==> config.mk <==
export PLATFORM = sky130hd
export DESIGN_NAME = free_list_allocator_flat
export DESIGN_NICKNAME = d
export VERILOG_FILES = /design/src/rtl/free_list_allocator_if.sv /design/src/rtl/free_list_allocator.sv /design/src/flat_wrapper.sv
export SDC_FILE = /design/constraint.sdc
export NUM_CORES = 1
export LEC_CHECK = 0
export ABC_AREA = 1
export CORE_ASPECT_RATIO = 0.8
export CORE_MARGIN = 2
export CORE_UTILIZATION = 52
export CTS_BUF_LIST = sky130_fd_sc_hd__clkbuf_8 sky130_fd_sc_hd__clkbuf_16
export DETAILED_ROUTE_END_ITERATION = 8
export PLACE_DENSITY = 0.74
export SLEW_MARGIN = 20
export SYNTH_ARGS = -nofsm -noshare
export SYNTH_HDL_FRONTEND = slang
export SYNTH_SLANG_ARGS = --single-unit
==> constraint.sdc <==
create_clock -name clk -period 6.2 [get_ports clk]
set_input_delay 1.24 -clock clk [delete_from_list [all_inputs] [get_ports clk]]
set_output_delay 1.24 -clock clk [all_outputs]
set_load 0.005 [all_outputs]
==> src/rtl/free_list_allocator_if.sv <==
// Allocation, free, chain-splice and link-write signals of the free-list
// allocator; master is the client, slave is the allocator.
interface free_list_allocator_if #(
  parameter int ADDR = 4
);
  logic            alloc_valid;
  logic [ADDR-1:0] alloc_addr;
  logic            alloc_pop;
  logic            free_valid;
  logic            free_ready;
  logic [ADDR-1:0] free_addr;
  logic            chain_valid;
  logic            chain_ready;
  logic [ADDR-1:0] chain_head;
  logic [ADDR-1:0] chain_second;
  logic [ADDR-1:0] chain_tail;
  logic [ADDR:0]   chain_len;
  logic            link_we;
  logic [ADDR-1:0] link_addr;
  logic [ADDR-1:0] link_data;

  modport master (
    input  alloc_valid, alloc_addr, free_ready, chain_ready,
    output alloc_pop, free_valid, free_addr,
    output chain_valid, chain_head, chain_second, chain_tail, chain_len,
    output link_we, link_addr, link_data
  );

  modport slave (
    output alloc_valid, alloc_addr, free_ready, chain_ready,
    input  alloc_pop, free_valid, free_addr,
    input  chain_valid, chain_head, chain_second, chain_tail, chain_len,
    input  link_we, link_addr, link_data
  );
endinterface

==> src/rtl/free_list_allocator.sv <==
// Linked free-list allocator over a next-pointer RAM with prefetched head link.
// Define FREE_LIST_STATS_EN to enable the min_free low-watermark register.
module free_list_allocator #(
  parameter int ADDR      = 4,
  parameter int DEPTH     = 16,
  parameter int DIRECTION = 1
) (
  input  logic                  clk,
  input  logic                  reset_n,
  free_list_allocator_if.slave  bus,
  output logic [ADDR:0]         free_count,
  output logic                  busy,
  output logic [ADDR:0]         min_free
);

  typedef enum logic {INIT, RUN} state_t;

  localparam bit              FWD   = (DIRECTION == 1);
  localparam logic [ADDR-1:0] LAST  = ADDR'(DEPTH - 1);
  localparam logic [ADDR-1:0] HEAD0 = FWD ? '0 : LAST;
  localparam logic [ADDR-1:0] NXT0  = FWD ? ADDR'(1) : ADDR'(DEPTH - 2);
  localparam logic [ADDR-1:0] TAIL0 = FWD ? LAST : '0;
  localparam logic [ADDR:0]   FULL  = (ADDR+1)'(DEPTH);
  localparam logic [ADDR:0]   ONE   = (ADDR+1)'(1);

  state_t          state_q, state_d;
  logic [ADDR-1:0] idx_q, idx_d;
  logic [ADDR-1:0] head_q, head_d;
  logic [ADDR-1:0] nxt_q, nxt_d;
  logic [ADDR-1:0] tail_q, tail_d;
  logic [ADDR:0]   count_q, count_d;
  logic            rd_pend_q, rd_pend_d;

  logic [ADDR-1:0] mem [DEPTH];
  logic [ADDR-1:0] rd_data;
  logic            we, re;
  logic [ADDR-1:0] waddr, wdata, raddr;

  logic            run, pop_fire, free_acc, chain_acc, full, push_any;
  logic [ADDR-1:0] nxt_eff, p_head, p_tail, init_data;
  logic [ADDR:0]   p_len;
  logic [ADDR+1:0] sum;
  logic [ADDR:0]   count_sat;

  assign run        = (state_q == RUN);
  assign busy       = (state_q == INIT);
  assign free_count = count_q;

  assign nxt_eff         = rd_pend_q ? rd_data : nxt_q;
  assign bus.alloc_valid = run && (count_q != '0);
  assign bus.alloc_addr  = head_q;
  assign bus.chain_ready = run && !bus.link_we;
  assign bus.free_ready  = run && !bus.link_we && !bus.chain_valid;

  assign pop_fire  = bus.alloc_pop && bus.alloc_valid;
  assign chain_acc = bus.chain_valid && bus.chain_ready;
  assign free_acc  = bus.free_valid && bus.free_ready;
  assign full      = (count_q == FULL);
  // A push into a full list without a simultaneous pop is dropped.
  assign push_any  = (chain_acc || free_acc) && !(full && !pop_fire);

  assign p_head = chain_acc ? bus.chain_head : bus.free_addr;
  assign p_tail = chain_acc ? bus.chain_tail : bus.free_addr;
  assign p_len  = chain_acc ? bus.chain_len : ONE;

  assign sum = {1'b0, count_q}
             + (push_any ? {1'b0, p_len} : '0)
             - {{(ADDR+1){1'b0}}, pop_fire};
  assign count_sat = (sum > {1'b0, FULL}) ? FULL : sum[ADDR:0];

  assign init_data = FWD ? ((idx_q == LAST) ? '0 : idx_q + 1'b1)
                         : ((idx_q == '0) ? LAST : idx_q - 1'b1);

  always_comb begin
    state_d   = state_q;
    idx_d     = idx_q;
    head_d    = head_q;
    nxt_d     = nxt_q;
    tail_d    = tail_q;
    count_d   = count_q;
    rd_pend_d = rd_pend_q;
    we        = 1'b0;
    waddr     = idx_q;
    wdata     = init_data;
    re        = 1'b0;
    raddr     = nxt_eff;
    unique case (state_q)
      INIT: begin
        we    = 1'b1;
        idx_d = idx_q + 1'b1;
        if (idx_q == LAST) begin
          state_d   = RUN;
          idx_d     = '0;
          head_d    = HEAD0;
          nxt_d     = NXT0;
          tail_d    = TAIL0;
          count_d   = FULL;
          rd_pend_d = 1'b0;
        end
      end
      RUN: begin
        if (bus.link_we) begin
          we    = 1'b1;
          waddr = bus.link_addr;
          wdata = bus.link_data;
        end else if (push_any) begin
          we    = 1'b1;
          waddr = tail_q;
          wdata = p_head;
        end
        if (rd_pend_q) begin
          nxt_d     = rd_data;
          rd_pend_d = 1'b0;
        end
        count_d = count_sat;
        if (push_any) tail_d = p_tail;
        if (pop_fire && push_any && count_q == ONE) begin
          head_d = p_head;
          if (chain_acc) nxt_d = bus.chain_second;
        end else if (pop_fire) begin
          head_d    = nxt_eff;
          re        = 1'b1;
          rd_pend_d = 1'b1;
        end else if (push_any && count_q == '0) begin
          head_d = p_head;
          if (chain_acc) nxt_d = bus.chain_second;
        end else if (push_any && count_q == ONE) begin
          nxt_d = p_head;
        end
      end
      default: state_d = INIT;
    endcase
  end

  always_ff @(posedge clk or negedge reset_n) begin
    if (!reset_n) begin
      state_q   <= INIT;
      idx_q     <= '0;
      head_q    <= '0;
      nxt_q     <= '0;
      tail_q    <= '0;
      count_q   <= '0;
      rd_pend_q <= 1'b0;
    end else begin
      state_q   <= state_d;
      idx_q     <= idx_d;
      head_q    <= head_d;
      nxt_q     <= nxt_d;
      tail_q    <= tail_d;
      count_q   <= count_d;
      rd_pend_q <= rd_pend_d;
    end
  end

  // Write-first: a read of the address written this cycle sees the new link.
  always_ff @(posedge clk) begin
    if (we) mem[waddr] <= wdata;
    if (re) rd_data <= (we && waddr == raddr) ? wdata : mem[raddr];
  end

`ifdef FREE_LIST_STATS_EN
  logic [ADDR:0] min_q;

  always_ff @(posedge clk or negedge reset_n) begin
    if (!reset_n) begin
      min_q <= '0;
    end else if (state_q == INIT && idx_q == LAST) begin
      min_q <= FULL;
    end else if (run && count_q < min_q) begin
      min_q <= count_q;
    end
  end

  assign min_free = min_q;
`else
  assign min_free = '0;
`endif

endmodule

==> src/flat_wrapper.sv <==
// flat-port wrapper written by rule: the top's interface ports become plain ports
module free_list_allocator_flat 
#(
  parameter int ADDR      = 4,
  parameter int DEPTH     = 16,
  parameter int DIRECTION = 1
)
  (clk, reset_n, free_count, busy, min_free, bus_alloc_valid, bus_alloc_addr, bus_free_ready, bus_chain_ready, bus_alloc_pop, bus_free_valid, bus_free_addr, bus_chain_valid, bus_chain_head, bus_chain_second, bus_chain_tail, bus_chain_len, bus_link_we, bus_link_addr, bus_link_data);
  free_list_allocator_if #(.ADDR(ADDR)) bus_i ();
  input  logic clk;
  input  logic reset_n;
  output logic [ADDR:0] free_count;
  output logic busy;
  output logic [ADDR:0] min_free;
  output wire logic [$bits(bus_i.alloc_valid)-1:0] bus_alloc_valid;
  output wire logic [$bits(bus_i.alloc_addr)-1:0] bus_alloc_addr;
  output wire logic [$bits(bus_i.free_ready)-1:0] bus_free_ready;
  output wire logic [$bits(bus_i.chain_ready)-1:0] bus_chain_ready;
  input wire logic [$bits(bus_i.alloc_pop)-1:0] bus_alloc_pop;
  input wire logic [$bits(bus_i.free_valid)-1:0] bus_free_valid;
  input wire logic [$bits(bus_i.free_addr)-1:0] bus_free_addr;
  input wire logic [$bits(bus_i.chain_valid)-1:0] bus_chain_valid;
  input wire logic [$bits(bus_i.chain_head)-1:0] bus_chain_head;
  input wire logic [$bits(bus_i.chain_second)-1:0] bus_chain_second;
  input wire logic [$bits(bus_i.chain_tail)-1:0] bus_chain_tail;
  input wire logic [$bits(bus_i.chain_len)-1:0] bus_chain_len;
  input wire logic [$bits(bus_i.link_we)-1:0] bus_link_we;
  input wire logic [$bits(bus_i.link_addr)-1:0] bus_link_addr;
  input wire logic [$bits(bus_i.link_data)-1:0] bus_link_data;
  assign bus_alloc_valid = bus_i.alloc_valid;
  assign bus_alloc_addr = bus_i.alloc_addr;
  assign bus_free_ready = bus_i.free_ready;
  assign bus_chain_ready = bus_i.chain_ready;
  assign bus_i.alloc_pop = bus_alloc_pop;
  assign bus_i.free_valid = bus_free_valid;
  assign bus_i.free_addr = bus_free_addr;
  assign bus_i.chain_valid = bus_chain_valid;
  assign bus_i.chain_head = bus_chain_head;
  assign bus_i.chain_second = bus_chain_second;
  assign bus_i.chain_tail = bus_chain_tail;
  assign bus_i.chain_len = bus_chain_len;
  assign bus_i.link_we = bus_link_we;
  assign bus_i.link_addr = bus_link_addr;
  assign bus_i.link_data = bus_link_data;
  free_list_allocator #(.ADDR(ADDR), .DEPTH(DEPTH), .DIRECTION(DIRECTION)) u_core (.clk(clk), .reset_n(reset_n), .bus(bus_i), .free_count(free_count), .busy(busy), .min_free(min_free));
endmodule
==> summary.md <==
| Metric | Value |
|---|---|
| Outcome | complete, but fails checks |
| # nets final | 636 |
| Synth Instances | around 550 |
| Clock Tree Buf Depth | 2 |
| Clk_lat worst skew | around 0.34 ns |
| Syn_area_per_cell | between 9 and 10 um2 |
| RSZ-0062 raised after global routing | no |
| Area contributors post-synth | edfxtp_1, dfrtp_1, o21ai_0 |
| PortBufs | 47 |
| Initial antenna violation count | 0 |
| DRC Markers | 3 |
| Leading area contributor after synthesis | edfxtp_1 |
| Chip width | 113 um |
| Net Sw Frac | 0.395 |
| Pre-CTS WS | 1.65 ns |
| Worst-Margin Slew | ~0.85 ns |
| Clk pwr share | 0.238 |
| Top-area cell type share of the netlist area | 0.412 |
| Critical Path Start Type | input port |
| Root Driver | clkbuf_16 |
| Final ANT Viol Nets | 0 |
| Distinct cells, synth | 44 |
| Placed instance count | between 600 and 700 |
| TNS Setup | 0 ns |
| CP max stage cell | clkdlybuf4s50_1 |
| Register area share after synthesis | 0.528 |
| Post-CTS Resized | 0 |
| Vias per cell | approximately 5.8 |
| Post-route cell area | approximately 5800 um2 |
| Io pins | 53 |
| Failing checks | design-rule violations |
| Async SR Flop Fraction | 0.253 |
| First-pass GRT wire length | just under 20000 um |
| Synth-to-Final Area Change | 16.9% |
| Largest net degree at the start of global routing | 43 |
| Worst Reg-to-Reg Cells | 20 |
| Fin. Hold Viols | 0 |
| Mapped Area | slightly below 5000 um2 |
| Setup WS post-layout | roughly 1.9 ns |
| VDD IR-drop max | ~180 uV |
| Post-synth EDFFs | between 60 and 70 |
| Max incr delay on CP | 0.62 ns |
| Period minus WS final | roughly 4.3 ns |
| Comb power frac | 0.427 |
| Core Region | a little over 9000 um2 |
| Pleak | 2.39 nW |
| CP Depth | 19 |
| Slew headroom | 0.432 |
| Global Route Usage Sum | 0.242 |
| Family with the most delay on the worst path | buffers and inverters |
| Vias | 4095 |
| HP Class | flip-flop to flip-flop |
| Critical Path AT | 4.49 ns |
| Fmax | 234 MHz |
| Design Power | between 2 and 2.5 mW |
| Share of cells above drive strength 1 | 0.0774 |
| Fin. max-slew vios | 0 |
| Full die area | 10300 um2 |
| Post-synth top flop | edfxtp_1 |
| Worst reg-to-reg setup slack | 2.74 ns |
| GRT overflow | 0 |
| WHS Path Cells | 2 |
| Hold-fix buffers, CTS | 0 |
| Antenna Cells | 0 |
| # rows | 31 |
| Final WL | between 10000 and 15000 um |
| Most common cell in the synthesized netlist | nand2_1 |
| Wire per inst | ~17 um |
| CTS buffer count | 9 |
| CTS Sinks | ~90 |
| Routability congestion estimate | 0.886 |
| Endpoint class of the critical path | flip-flop |
| Starting Density | 0.542 |
| CTS HTree Levels | 3 |
| Post-DP Area | 5490 um2 |
| Final cell count without fillers | between 700 and 800 |
| Clock skew | around 0.011 ns |
| DRT iter0 DRCs | about 420 |
| Kind of critical path | input port to flip-flop |
| Worst-path fanout max | 15 |
| P_sw | approximately 0.95 mW |
| Buf/Inv on CP | 5 |
| Crit-path cells | clkdlybuf4s50_1, nor2_8, nand2_4, inv_1, nand3_1, ha_1, inv_1, ha_1, nand3_1, nand3_1, nand2_1, nand2_1, a21oi_1, xnor2_1, inv_1, nand2_1, inv_1, nand3_1, o21ai_0 |
| Finished Core Util | 0.633 |
| Synth Register Bits | 91 |
| Setup Buffers After CTS | 0 |
| Reg power frac | 0.335 |
| # setup viols final | 0 |
| Hpwl dp | ~8400 um |
| Worst Hold Margin | between 0.5 and 0.6 ns |
| CTS clk-pin slew, worst paths | around 0.070 ns |
| CP required | about 6.4 ns |
| Yosys warns | 0 |
| Post-synth top cells | nand2_1, inv_1, o21ai_0 |
| TritonRoute pass-1 iters | 7 |
| Die Ht | 91.4 um |
| Vias in the first global route | 3876 |
| Pint | 1.45 mW |
| CTS tree | done |
| P per Cell Area | a little over 400 nW/um2 |
| Max_cap viols | 0 |
| Final period utilization | 0.689 |
## worst min-delay path, delay by kind of cell (launching register included)
family	cells	cell delay, ns
flops	1	0.38
compound gates	1	0.07
buf+inv	1	0.05
## state kept, by name, indices dropped and copies added, names as in the netlist
register,count
u_core.bus.alloc_addr,4
u_core.free_count,5
u_core.idx_q,4
u_core.mem,64
u_core.nxt_q,4
u_core.rd_data,4
u_core.rd_pend_q,1
u_core.run,1
u_core.tail_q,4
## area by class of cell
class | instances | area, um2
tap | 115 | 144
inverter | 77 | 292
sequential | 91 | 2620
multi-input combinational | 358 | 1930
clock inverter | 7 | 82.6
fill | 749 | 3360
timing repair buffer | 52 | 503
clock buffer | 9 | 225
## power groups by stage
stage          Sequential [mW]  Clock (mW)  Combinational [mW]
6_report                 0.803       0.569                1.02
5_1_grt                  0.812       0.598                1.14
4_1_cts                  0.802       0.572                1.01
3_5_place_dp             0.814           0                1.00
3_3_place_gp             0.812           0               0.978
2_1_floorplan            0.807           0               0.720
## routing by layer
layer  GRT usage  wire length (um)
met3      0.0534              1120
met1       0.352              5300
met2       0.369              5370
met4      0.0650               106
met5           0                 0
## layout by cell type, fill, tap and decap left out, drive strengths merged
cell / Yosys / final
buf: 18 / 6
a22oi: 1 / 1
clkinvlp: 0 / 2
clkbuf: 6 / 9
a21boi: 1 / 1
edfxtp: 68 / 68
nor3: 2 / 2
a31o: 1 / 1
clkdlybuf4s50: 0 / 46
ha: 11 / 11
nand4: 7 / 7
conb: 1 / 5
xor2: 3 / 3
nand2: 91 / 91
bufinv: 0 / 1
a31oi: 2 / 2
o221ai: 3 / 3
nand3: 38 / 38
inv: 75 / 78
dfrtp: 23 / 23
o21a: 1 / 1
o31ai: 1 / 1
clkinv: 2 / 3
xnor2: 2 / 2
o21ai: 70 / 70
fa: 1 / 1
o22ai: 17 / 17
o211ai: 11 / 11
nor2: 67 / 67
a41oi: 4 / 4
a21oi: 19 / 19
## logic make-up (layout without fill, tap and decap cells)
group | Yosys count | in the layout | synth area share
other cells | 1 | 5 | 0.000756
fa+ha+maj | 12 | 12 | 0.0318
compound gates | 131 | 131 | 0.154
simple gates | 205 | 205 | 0.191
xor+xnor | 5 | 5 | 0.00883
buf+inv | 101 | 145 | 0.0855
flops | 91 | 91 | 0.528
## path summary, 6_finish.rpt
kind	from	endpoint
setup / recovery	bus_link_we	u_core.free_count[0]$_DFFE_PN0P_
hold / removal	u_core.bus.alloc_addr[3]$_DFFE_PN0P_	u_core.bus.alloc_addr[3]$_DFFE_PN0P_
setup reg to reg	u_core.run$_DFF_PN0_	u_core.free_count[0]$_DFFE_PN0P_
hold reg to reg	u_core.bus.alloc_addr[3]$_DFFE_PN0P_	u_core.bus.alloc_addr[3]$_DFFE_PN0P_
max in group asynchronous	reset_n	u_core.free_count[3]$_DFFE_PN0P_
min in group asynchronous	reset_n	u_core.run$_DFF_PN0_
(Power assumes the default switching activity.)
